### src/rtl/game_pkg.sv
// ============================================================================
// game_pkg
// Shared game-state types and default frame-count constants (used by the
// player health controller, enemy AI and HUD).
// Rev 1.0 - initial release
// ============================================================================
`default_nettype none

package game_pkg;

  // Player health state machine encoding
  typedef enum logic [1:0] {
    ALIVE  = 2'd0,
    INVULN = 2'd1,
    DEAD   = 2'd2
  } hp_state_t;

  // Default frame-count constants shared across game blocks
  localparam int DEF_MAX_HP        = 3;
  localparam int DEF_INVULN_FRAMES = 90;
  localparam int DEF_BLINK_FRAMES  = 6;
  localparam int DEF_REGEN_FRAMES  = 600;

endpackage

`default_nettype wire

### src/rtl/frame_down_counter.sv
// ============================================================================
// frame_down_counter
// Loadable down-counter advanced by frame_tick. Flags zero and the final
// count (1) so the owner can act on the tick that expires the count.
// Priority: clear > load > tick. Saturates at zero.
// Rev 1.0 - initial release
// ============================================================================
`default_nettype none

module frame_down_counter #(
  parameter int W = 8
) (
  input  logic         clk,
  input  logic         rst_n,
  input  logic         clear,
  input  logic         load,
  input  logic [W-1:0] load_val,
  input  logic         tick,
  output logic         zero,
  output logic         last
);

  logic [W-1:0] count;

  // Count register: clear, reload, or decrement on a frame tick
  always_ff @(posedge clk or negedge rst_n) begin
    if (!rst_n) begin
      count <= '0;
    end else if (clear) begin
      count <= '0;
    end else if (load) begin
      count <= load_val;
    end else if (tick && (count != '0)) begin
      count <= count - W'(1);
    end
  end

  assign zero = (count == '0);
  assign last = (count == W'(1));

endmodule

`default_nettype wire

### src/rtl/player_health_ctrl.sv
// ============================================================================
// player_health_ctrl
// Player damage / health controller. Registers the collision flag, removes
// one HP per accepted hit, runs a frame-counted invulnerability window with
// sprite blinking, and declares game over at zero HP.
// Optional feature macro: PLAYER_REGEN_EN (regenerate 1 HP every
// REGEN_FRAMES frames spent in ALIVE without a hit).
// Rev 1.0 - initial release
// ============================================================================
`default_nettype none

module player_health_ctrl
  import game_pkg::*;
#(
  parameter int MAX_HP        = DEF_MAX_HP,
  parameter int INVULN_FRAMES = DEF_INVULN_FRAMES,
  parameter int BLINK_FRAMES  = DEF_BLINK_FRAMES,
  parameter int REGEN_FRAMES  = DEF_REGEN_FRAMES
) (
  input  logic                       clk,
  input  logic                       rst_n,
  input  logic                       frame_tick,
  input  logic                       enemy_collide,
  input  logic                       restart,
  output logic [$clog2(MAX_HP+1)-1:0] hp,
  output logic                       hit_pulse,
  output logic                       invuln,
  output logic                       sprite_visible,
  output logic                       game_over
);

  localparam int HP_W    = $clog2(MAX_HP + 1);
  localparam int INV_W   = $clog2(INVULN_FRAMES + 1);
  localparam int BLINK_W = $clog2(BLINK_FRAMES + 1);

  // Reject illegal parameterisations at elaboration
  if (MAX_HP < 1 || INVULN_FRAMES < 1 || BLINK_FRAMES < 1 || REGEN_FRAMES < 1) begin : g_bad_params
    $error("player_health_ctrl: all frame/HP parameters must be at least 1");
  end

  hp_state_t state;
  logic      coll_q;

  logic hit_take;
  logic inv_tick;
  logic inv_zero, inv_last;
  logic blink_zero, blink_last;
  logic inv_done;
  logic blink_wrap;

  // Single sampling register on the (possibly glitchy) collision flag
  always_ff @(posedge clk or negedge rst_n) begin
    if (!rst_n) coll_q <= 1'b0;
    else        coll_q <= enemy_collide;
  end

  // Counter control: a hit arms the window, ticks only count inside INVULN
  always_comb begin
    hit_take   = (state == ALIVE) && coll_q && !restart;
    inv_tick   = (state == INVULN) && frame_tick && !restart;
    // A zero count inside INVULN cannot occur normally; treat it as expiry
    // so the window can never get stuck.
    inv_done   = inv_tick && (inv_last || inv_zero);
    blink_wrap = inv_tick && (blink_last || blink_zero);
  end

  frame_down_counter #(.W(INV_W)) u_inv_cnt (
    .clk      (clk),
    .rst_n    (rst_n),
    .clear    (restart),
    .load     (hit_take),
    .load_val (INV_W'(INVULN_FRAMES)),
    .tick     (inv_tick),
    .zero     (inv_zero),
    .last     (inv_last)
  );

  frame_down_counter #(.W(BLINK_W)) u_blink_cnt (
    .clk      (clk),
    .rst_n    (rst_n),
    .clear    (restart),
    .load     (hit_take || blink_wrap),
    .load_val (BLINK_W'(BLINK_FRAMES)),
    .tick     (inv_tick),
    .zero     (blink_zero),
    .last     (blink_last)
  );

`ifdef PLAYER_REGEN_EN
  localparam int REGEN_W = $clog2(REGEN_FRAMES + 1);

  logic regen_active;
  logic regen_tick;
  logic regen_done;
  logic regen_zero, regen_last;

  // Regen runs only in ALIVE below full health with no hit pending; an idle
  // (zero) counter is loaded with REGEN_FRAMES-1 so the starting tick counts.
  always_comb begin
    regen_active = (state == ALIVE) && (hp < HP_W'(MAX_HP)) && !coll_q && !restart;
    regen_tick   = regen_active && frame_tick;
    regen_done   = regen_tick && (regen_last || (regen_zero && (REGEN_FRAMES == 1)));
  end

  frame_down_counter #(.W(REGEN_W)) u_regen_cnt (
    .clk      (clk),
    .rst_n    (rst_n),
    .clear    (restart || hit_take || regen_done),
    .load     (regen_tick && regen_zero),
    .load_val (REGEN_W'(REGEN_FRAMES - 1)),
    .tick     (regen_tick),
    .zero     (regen_zero),
    .last     (regen_last)
  );
`endif

  // Health state machine with registered outputs
  always_ff @(posedge clk or negedge rst_n) begin
    if (!rst_n) begin
      state          <= ALIVE;
      hp             <= HP_W'(MAX_HP);
      hit_pulse      <= 1'b0;
      invuln         <= 1'b0;
      sprite_visible <= 1'b1;
      game_over      <= 1'b0;
    end else begin
      hit_pulse <= 1'b0;
      if (restart) begin
        state          <= ALIVE;
        hp             <= HP_W'(MAX_HP);
        invuln         <= 1'b0;
        sprite_visible <= 1'b1;
        game_over      <= 1'b0;
      end else begin
        case (state)
          ALIVE: begin
            if (coll_q) begin
              hit_pulse <= 1'b1;
              hp        <= hp - HP_W'(1);
              if (hp == HP_W'(1)) begin
                state          <= DEAD;
                game_over      <= 1'b1;
                sprite_visible <= 1'b1;
              end else begin
                state          <= INVULN;
                invuln         <= 1'b1;
                sprite_visible <= 1'b0;
              end
            end
`ifdef PLAYER_REGEN_EN
            else if (regen_done) begin
              hp <= hp + HP_W'(1);
            end
`endif
          end
          INVULN: begin
            if (inv_done) begin
              state          <= ALIVE;
              invuln         <= 1'b0;
              sprite_visible <= 1'b1;
            end else if (blink_wrap) begin
              sprite_visible <= ~sprite_visible;
            end
          end
          DEAD: begin
            game_over      <= 1'b1;
            sprite_visible <= 1'b1;
          end
          default: begin
            state          <= ALIVE;
            invuln         <= 1'b0;
            sprite_visible <= 1'b1;
            game_over      <= 1'b0;
          end
        endcase
      end
    end
  end

endmodule

`default_nettype wire
### config.mk
export PLATFORM = sky130hd
export DESIGN_NAME = player_health_ctrl
export DESIGN_NICKNAME = d
export VERILOG_FILES = /design/src/rtl/game_pkg.sv /design/src/rtl/frame_down_counter.sv /design/src/rtl/player_health_ctrl.sv
export SDC_FILE = /design/constraint.sdc
export NUM_CORES = 1
export LEC_CHECK = 0
export CORE_UTILIZATION = 45
export DETAILED_ROUTE_END_ITERATION = 6
export PLACE_DENSITY = 0.65
export REMOVE_ABC_BUFFERS = 1
export SLEW_MARGIN = 20
export SYNTH_ARGS = -nofsm -noshare
export SYNTH_HDL_FRONTEND = slang
export SYNTH_HIERARCHICAL = 1
export SYNTH_SLANG_ARGS = --single-unit
### constraint.sdc
create_clock -name clk -period 4 [get_ports clk]
set_input_delay 0.8 -clock clk [delete_from_list [all_inputs] [get_ports clk]]
set_output_delay 0.8 -clock clk [all_outputs]
set_load 0.1 [all_outputs]
# Word-level counts from Yosys, hierarchy flattened
# Cells that the tools add are included.
# word_totals
elab_cells,83
register_bits,19
output_inout_bits,6
input_bits,5
# op_classes
addsub,3
muxes,32
reduce_logical,26
bitwise,1
eq_ne,12
# op_table
op,n
$mux W7,3
$mux W1,15
$mux W2,7
$mux W3,3
$ne A3 B3 Y1 const B,3
$reduce_bool A3 Y1,3
$logic_and A1 B1 Y1,8
$eq A7 B1 Y1 const B,1
$logic_not A7 Y1,1
$reduce_bool A7 Y1,1
$sub A7 B1 Y7 const B,1
$pmux W1 S3,2
$pmux W2 S3,1
$reduce_and A3 Y1,2
$eq A2 B1 Y1 const B,2
$ne A2 B2 Y1 const B,2
$ne A4 B4 Y1 const B,1
$reduce_and A2 Y1,2
$reduce_and A4 Y1,1
$reduce_bool A2 Y1,2
$eq A3 B1 Y1 const B,1
$logic_not A3 Y1,1
$logic_or A1 B1 Y1,3
$ne A3 B2 Y1 const B,1
other kinds (7),7

# Longest topological paths before layout
# Gate-level depths: netlist (run 1).
# depth
depth_word,8
depth_mapped,8
depth_no_buf,8

# Modules after synthesis
# The synthesis (run 1) kept the hierarchy.
# by_module_without_submodules
mod,instances,seq_area_each_um2,cells_each,area_each_um2
frame_down_counter at u_inv_cnt,1,175.2,56,514.2
player_health_ctrl,1,229.0,45,434.2
frame_down_counter at u_blink_cnt,1,75.1,25,237.7

# Worst setup path before layout (run 1)
# No wires, ideal clock.
# synth_timing
path_kind,input port to flip-flop
start,input restart
end,register u_inv_cnt.count[4]
stages,5
path_buffers,0
t_arrival_ns,2.045
required_ns,3.881
setup_time_ns,0.119
slack_ns,1.837
path_cell_list,and4bb_2 > nand2_1 > a2111oi_0 > xor2_1 > o21a_1
# synth_via
elab_chain_len,4
word_cells_on_any_way,7
classes_between,mux (2); reduce/logical (5)
# synth_lines
item,line_no,rtl
start: declaration,player_health_ctrl.sv:24,"input logic restart,"
$logic_not A1 Y1,"player_health_ctrl.sv:59, player_health_ctrl.sv:60",
"$logic_and A1 B1 Y1, on equally long branches","player_health_ctrl.sv:59, player_health_ctrl.sv:60",
$mux W7 or $logic_and A1 B1 Y1 (tied branches),"frame_down_counter.sv:31, frame_down_counter.sv:33",
$mux W7 or $reduce_bool A3 Y1 (tied branches),--,
end signal: assignment,frame_down_counter.sv:32,count <= load_val;
end signal: assignment,frame_down_counter.sv:34,count <= count - W'(1);
end: declaration,frame_down_counter.sv:23,logic [W-1:0] count;
# Several ways; a longest one is shown, not always the timed one.
# A chain may end at the register's enable or synchronous reset.

# Final worst setup path (run 1)
# layout_timing
start,input restart
end,register u_inv_cnt.count[4]
# layout_via
elab_chain_len,4
word_cells_on_any_way,7
classes_between,mux (2); reduce/logical (5)
# layout_lines
item,line_no,rtl
$logic_not A1 Y1,player_health_ctrl.sv:60,inv_tick = (state == INVULN) && frame_tick && !restart;
$logic_and A1 B1 Y1,player_health_ctrl.sv:60,
named net inv_tick,player_health_ctrl.sv:45,logic inv_tick;
$logic_and A1 B1 Y1,frame_down_counter.sv:33,end else if (tick && (count != '0)) begin
$reduce_bool A3 Y1 (no line),--,
# The timed path passes the listed nets, and every way through them passes these cells.

==> results of run 1 <==
==> cell families (layout without fill, tap and decap cells) <==
group	after synthesis	in the layout	synth area share, %
compound gates	35	35	20.89
fa+ha+maj	7	7	7.384
mux	1	1	0.9493
xor+xnor	5	5	3.692
buf+inv	18	30	6.328
simple gates	39	39	19.73
other cells	2	10	0.6331
flops	19	19	40.40
==> layer usage <==
layer / share of wire (%) / global-route usage [%] / up-vias
li1: - / - / 468
met1: 50 / 23.65 / 414
met2: 46 / 29.79 / 10
met3: 2.3 / 2.586 / 5
met4: 1.8 / 9.211 / 0
met5: 0 / 0 / -
==> final timing paths <==
path	cells after the start	slack, ps	end	start
worst min register to register	2	540	hp[1]	hp[1]
worst min-delay path	2	540	hp[1]	hp[1]
worst max-delay path	6	1090	u_inv_cnt/count[4]	restart
worst max register to register	5	1910	u_inv_cnt/count[4]	state[1]
max in group asynchronous	1	2500	u_inv_cnt/count[0]	rst_n
min in group asynchronous	1	970	state[0]	rst_n
==> state kept, by name, summed over array words and instances, names as in the netlist <==
signal / count
u_inv_cnt/count: 7
u_blink_cnt/count: 3
hp: 2
state: 2
coll_q: 1
game_over: 1
hit_pulse: 1
invuln: 1
sprite_visible: 1
==> synthesized netlist by cell type, types with 2 or more instances <==
| master | n | area (µm²) |
|---|---|---|
| nor2b_1 | 3 | 18.77 |
| nand3b_1 | 2 | 15.01 |
| inv_1 | 15 | 56.30 |
| ha_1 | 7 | 87.58 |
| nor2_1 | 9 | 33.78 |
| xnor2_1 | 4 | 35.03 |
| nand2b_1 | 2 | 12.51 |
| dfstp_2 | 3 | 78.83 |
| o21ai_2 | 3 | 26.28 |
| a21oi_1 | 12 | 60.06 |
| dfrtp_1 | 16 | 400.4 |
| nor3_1 | 4 | 20.02 |
| o21a_1 | 5 | 37.54 |
| conb_1 | 2 | 7.510 |
| nor3b_1 | 2 | 15.01 |
| nand2_1 | 6 | 22.52 |
| o31ai_1 | 2 | 15.01 |
==> final cells by class <==
class                      instances  area [µm²]
sequential                        19       479.2
timing repair buffer              11       107.6
multi-input combinational         97       661.9
clock buffer                       4       26.28
inverter                          15       56.30
tap                               30       37.54
fill                             247        1109
==> where the power goes <==
group	total (mW)	leakage [nW]	switching, mW	internal [mW]
Combinational	0.261	0.349	0.176	0.0851
Sequential	0.248	0.244	0.0245	0.224
Clock	0.103	0.0150	0.0638	0.0390
==> critical path, delay by kind of cell <==
| family | cells | cell delay (ps) |
|---|---|---|
| buffers and inverters | 1 | 680 |
| AOI/OAI and AO/OA | 2 | 770 |
| and+or+nand+nor | 2 | 720 |
| xor gates and xnor gates | 1 | 130 |
==> flow_metrics.py, run 1 <==
metrics = {
    "status": {
        "outcome": "finished clean",
    },
    "drt": {
        "final_antenna_net_count": 0,
        "wire_per_inst_um": 12.60,
        "drc": 0,
        "dr.pass1.iters": 4,
        "postRouteWirelength_um": 2218,
        "vias_per_cell": 5.097,
        "vias": 897,
        "dr.first_iter.drc_count": 21,
    },
    "clock_network": {
        "cts-root-buf": "clkbuf_4",
        "cts_setup_buffers": 0,
        "cts_max_level": 1,
        "clk_latency_ps": 310,
        "ctsHoldBuffers": 0,
        "cts.sinks": 19,
        "path_clk_slew_ps": 110,
        "cts_tree": "done",
        "cts_resized": 0,
        "cts_buffer_depth": 2,
        "cts_made_buffers": 3,
    },
    "sta": {
        "fin_crit_ps": 2911,
        "holdWs_ps": 537.8,
        "maxSlewHeadroom_pct": 35.57,
        "rsz0062_at_grt": "false",
        "fin_skew_ps": 4.720,
        "max_slew.worst_pin.slew_ps": 963.4,
        "fmax_mhz": 343.5,
        "setup_ws_ps": 1089,
        "setup_violations": 0,
        "hold_viol": 0,
        "tns_ps": 0,
        "post-route-period-util_pct": 72.79,
        "finalMaxSlewViolations": 0,
    },
    "power_and_ir_drop": {
        "p_leak_nw": 0.6078,
        "finalPower_uw": 612.0,
        "vdd_ir_drop_max_mv": 0.3576,
        "p_per_area_nw_per_um2": 447.1,
    },
    "layout": {
        "final_common_cell": "dfrtp_1",
        "utilization_pct": 55.25,
        "stdcell_area_um2": 1369,
        "syn_to_final_growth_pct": 15.40,
        "layout.nets": 159,
        "layout_common_cells": "dfrtp_1 (16), inv_1 (15), a21oi_1 (12)",
        "layout-drive-gt1-share_pct": 10.27,
        "diodes": 0,
        "layout.cells.non_filler": 176,
    },
    "synthesis": {
        "synthFlopType": "dfrtp_1",
        "async_reset_ff_share_pct": 100.0,
        "synth_edf_count": 0,
        "ys_types": 46,
        "synth_seq_area_share_pct": 40.40,
        "syn_avg_cell_area_um2": 9.414,
        "synth-seq-cells": 19,
        "synthCells": 126,
        "syn_area_um2": 1186,
        "synth_warnings": 6,
    },
    "placement": {
        "placed_area_um2": 1343,
        "pre_cts_ws_ps": 844.5,
        "gp_congestion": 0.7476,
        "port-buffer-count": 10,
        "dp_hpwl_um": 1578,
        "placed_cells": 172,
    },
    "global_routing": {
        "grt_util_all_layers_pct": 18.47,
        "antenna_found_initial": 0,
        "grt_first_pass_wirelength_um": 3691,
        "grt_max_degree": 20,
        "grt_pass1_vias": 839,
        "gr-total-overflow": 0,
    },
    "floorplanning": {
        "core-area_um2": 2477,
        "initial_utilization_pct": 47.88,
        "die_h_um": 53.34,
        "num_rows": 18,
        "die_area_um2": 2845,
        "die_w_um": 53.34,
        "io_pins": 11,
    },
    "setup_path": {
        "worstSetupPathType": "in -> reg",
        "cp_cell_sequence": "clkdlybuf4s50_1 > and4bb_2 > nand2_1 > a2111oi_0 > xor2_1 > o21a_1",
        "cp_slowest_stage_delay_ps": 680,
        "cp-end-kind": "flop",
        "worstPathRequired_ps": 4210,
        "crit_arrival_ps": 3120,
        "crit_fanout": 17,
        "cp_slowest_cell": "clkdlybuf4s50_1",
        "cp-start-kind": "primary input",
    },
    "run": {
        "drv_cap": 0,
    },
    "min_path": {
        "hp-class": "reg -> reg",
    },
}
Note: power is estimated with default switching activity, not from simulation.
==> inputs of run 2 (changes only) <==
==> constraint.sdc (replaced) <==
create_clock -name clk -period 2.8 [get_ports clk]
set_input_delay 0.56 -clock clk [delete_from_list [all_inputs] [get_ports clk]]
set_output_delay 0.56 -clock clk [all_outputs]
set_load 0.1 [all_outputs]
==> run 2 against run 1 <==
  * Non-clock buffer count is 1 higher
  * Final area fell by 0.46%
  * Via count grew 2.0%
  * Highest routed layer unchanged
  * Final cell count up 0.57%
  * Core utilization fell by 0.25 points
  * Sequential power rose by 43%
  * Combinational power up 42%
  * Die area unchanged
  * Register-to-register slack got worse by 1200 ps
  * Setup slack got worse by 490 ps
  * Routed wire length is 4.1% higher
==> flow_metrics.py, run 2 (synthesis results as in run 1) <==
metrics = {
    "drt": {
        "wire_per_inst_um": 13.05,
        "dr.pass1.iters": 4,
        "drc": 0,
        "vias": 915,
        "postRouteWirelength_um": 2309,
        "final_antenna_net_count": 0,
        "dr.first_iter.drc_count": 18,
        "vias_per_cell": 5.169,
    },
    "layout": {
        "utilization_pct": 55.00,
        "layout_common_cells": "dfrtp_1 (16), inv_1 (15), a21oi_1 (12)",
        "reg_top3": "u_inv_cnt/count: 7 flops, u_blink_cnt/count: 3 flops",
        "layout.cells.non_filler": 177,
        "diodes": 0,
        "largest_register_ffs": 7,
        "layout-drive-gt1-share_pct": 15.65,
        "syn_to_final_growth_pct": 14.87,
        "final_common_cell": "dfrtp_1",
        "largest-register": "u_inv_cnt/count",
        "layout.nets": 160,
        "fillers": 233,
    },
    "sta": {
        "tns_ps": 0,
        "max_slew.worst_pin.slew_ps": 850.1,
        "fmax_mhz": 453.9,
        "hold_viol": 0,
        "fin_skew_ps": 5.567,
        "post-route-period-util_pct": 78.68,
        "setup_violations": 0,
        "finalMaxSlewViolations": 0,
        "rsz0062_at_grt": "false",
        "holdWs_ps": 547.6,
        "maxSlewHeadroom_pct": 43.15,
        "fin_crit_ps": 2203,
    },
    "placement": {
        "placed_cells": 173,
        "gp_congestion": 0.8061,
        "port-buffer-count": 10,
        "dp_hpwl_um": 1678,
    },
    "global_routing": {
        "grt_first_pass_wirelength_um": 3801,
        "antenna_found_initial": 0,
        "grt_pass1_vias": 801,
        "gr-total-overflow": 0,
        "grt_util_all_layers_pct": 19.06,
        "grt_max_degree": 20,
    },
    "setup_path": {
        "worstSetupPathType": "in -> reg",
        "cp-start-kind": "primary input",
        "worstPathRequired_ps": 3010,
        "endpoint": "u_inv_cnt/count[5]",
        "ff2ff_path_depth": 5,
        "crit_fanout": 10,
        "r2r_setup_slack_ps": 710,
        "crit_arrival_ps": 2410,
        "r2r_start": "u_inv_cnt/count[3]",
        "cp-startpoint": "restart",
        "r2r-end": "sprite_visible",
        "cp-end-kind": "flop",
    },
    "power_and_ir_drop": {
        "p_per_area_nw_per_um2": 637.5,
        "vdd_ir_drop_max_mv": 0.5127,
        "p_leak_nw": 0.6213,
    },
    "clock_network": {
        "cts_buffer_depth": 2,
        "ctsHoldBuffers": 0,
        "cts_setup_buffers": 0,
        "cts_resized": 0,
        "cts.sinks": 19,
        "cts_tree": "done",
        "cts_made_buffers": 3,
        "cts_max_level": 1,
        "path_clk_slew_ps": 110,
        "cts-root-buf": "clkbuf_4",
        "clk_latency_ps": 300,
    },
    "run": {
        "drv_cap": 0,
    },
    "floorplanning": {
        "io_pins": 11,
        "die_h_um": 53.34,
        "initial_utilization_pct": 47.88,
        "core-area_um2": 2477,
        "die_area_um2": 2845,
        "die_w_um": 53.34,
        "num_rows": 18,
    },
    "status": {
        "outcome": "finished clean",
    },
    "min_path": {
        "hp-class": "reg -> reg",
    },
}
## run 2: cell types whose count changed in the layout (fill, tap and decap cells not counted)
cell / previous run / this run
clkdlybuf4s50_1: 10 / 4
buf_4: 1 / 8
clkbuf_1: 1 / 0
clkinv_2: 0 / 1
## run 2: cell type report
type | count | area, µm² | area share (%)
Clock buffer | 3 | 22.52 | 1.653
Clock inverter | 1 | 5.005 | 0.3673
Inverter | 15 | 56.30 | 4.132
Multi-Input combinational cell | 97 | 661.9 | 48.58
Sequential cell | 19 | 479.2 | 35.17
Tap cell | 30 | 37.54 | 2.755
Timing Repair Buffer | 12 | 100.1 | 7.346
## run 2: per-layer routing
metal	vias up	wire length, µm	track usage (%)
met4	0	39	9.211
met5	-	0	0
met3	5	46	2.586
li1	473	-	-
met2	12	1037	27.50
met1	425	1185	27.37
## run 2: metrics by stage
stage / setup slack, ps / total power [mW] / area [µm²]
global placement: 323.8 / 0.7213 / 1335
floorplan: 588.3 / 0.6448 / 1197
CTS: 632.9 / 0.8769 / 1363
global route: 473.5 / 0.9273 / 1363
detailed placement: 287.8 / 0.7297 / 1335
finish: 597.0 / 0.8686 / 1363
## run 2: how the worst min path moves through the flow
stage          slack (ps)  depth (start not counted)                  from                    to
2_1_floorplan         260                          0                 rst_n                coll_q
3_3_place_gp          510                          2             game_over             game_over
3_5_place_dp          530                          2  u_blink_cnt/count[1]  u_blink_cnt/count[1]
4_1_cts               560                          2             game_over             game_over
5_1_grt               590                          2             game_over             game_over
6_report              550                          2             game_over             game_over
## run 2: where the power goes
part / switching, mW / internal [mW] / total [mW]
Combinational: 0.253 / 0.117 / 0.370
Sequential: 0.0358 / 0.319 / 0.355
Clock: 0.0900 / 0.0533 / 0.143
## run 2: worst max-delay path, cell delays in order
cell and delay [ps]:
clkdlybuf4s50_1 420, and4bb_2 430, nor4b_1 480, o211ai_2 190, xnor2_1 160, o21a_1 160
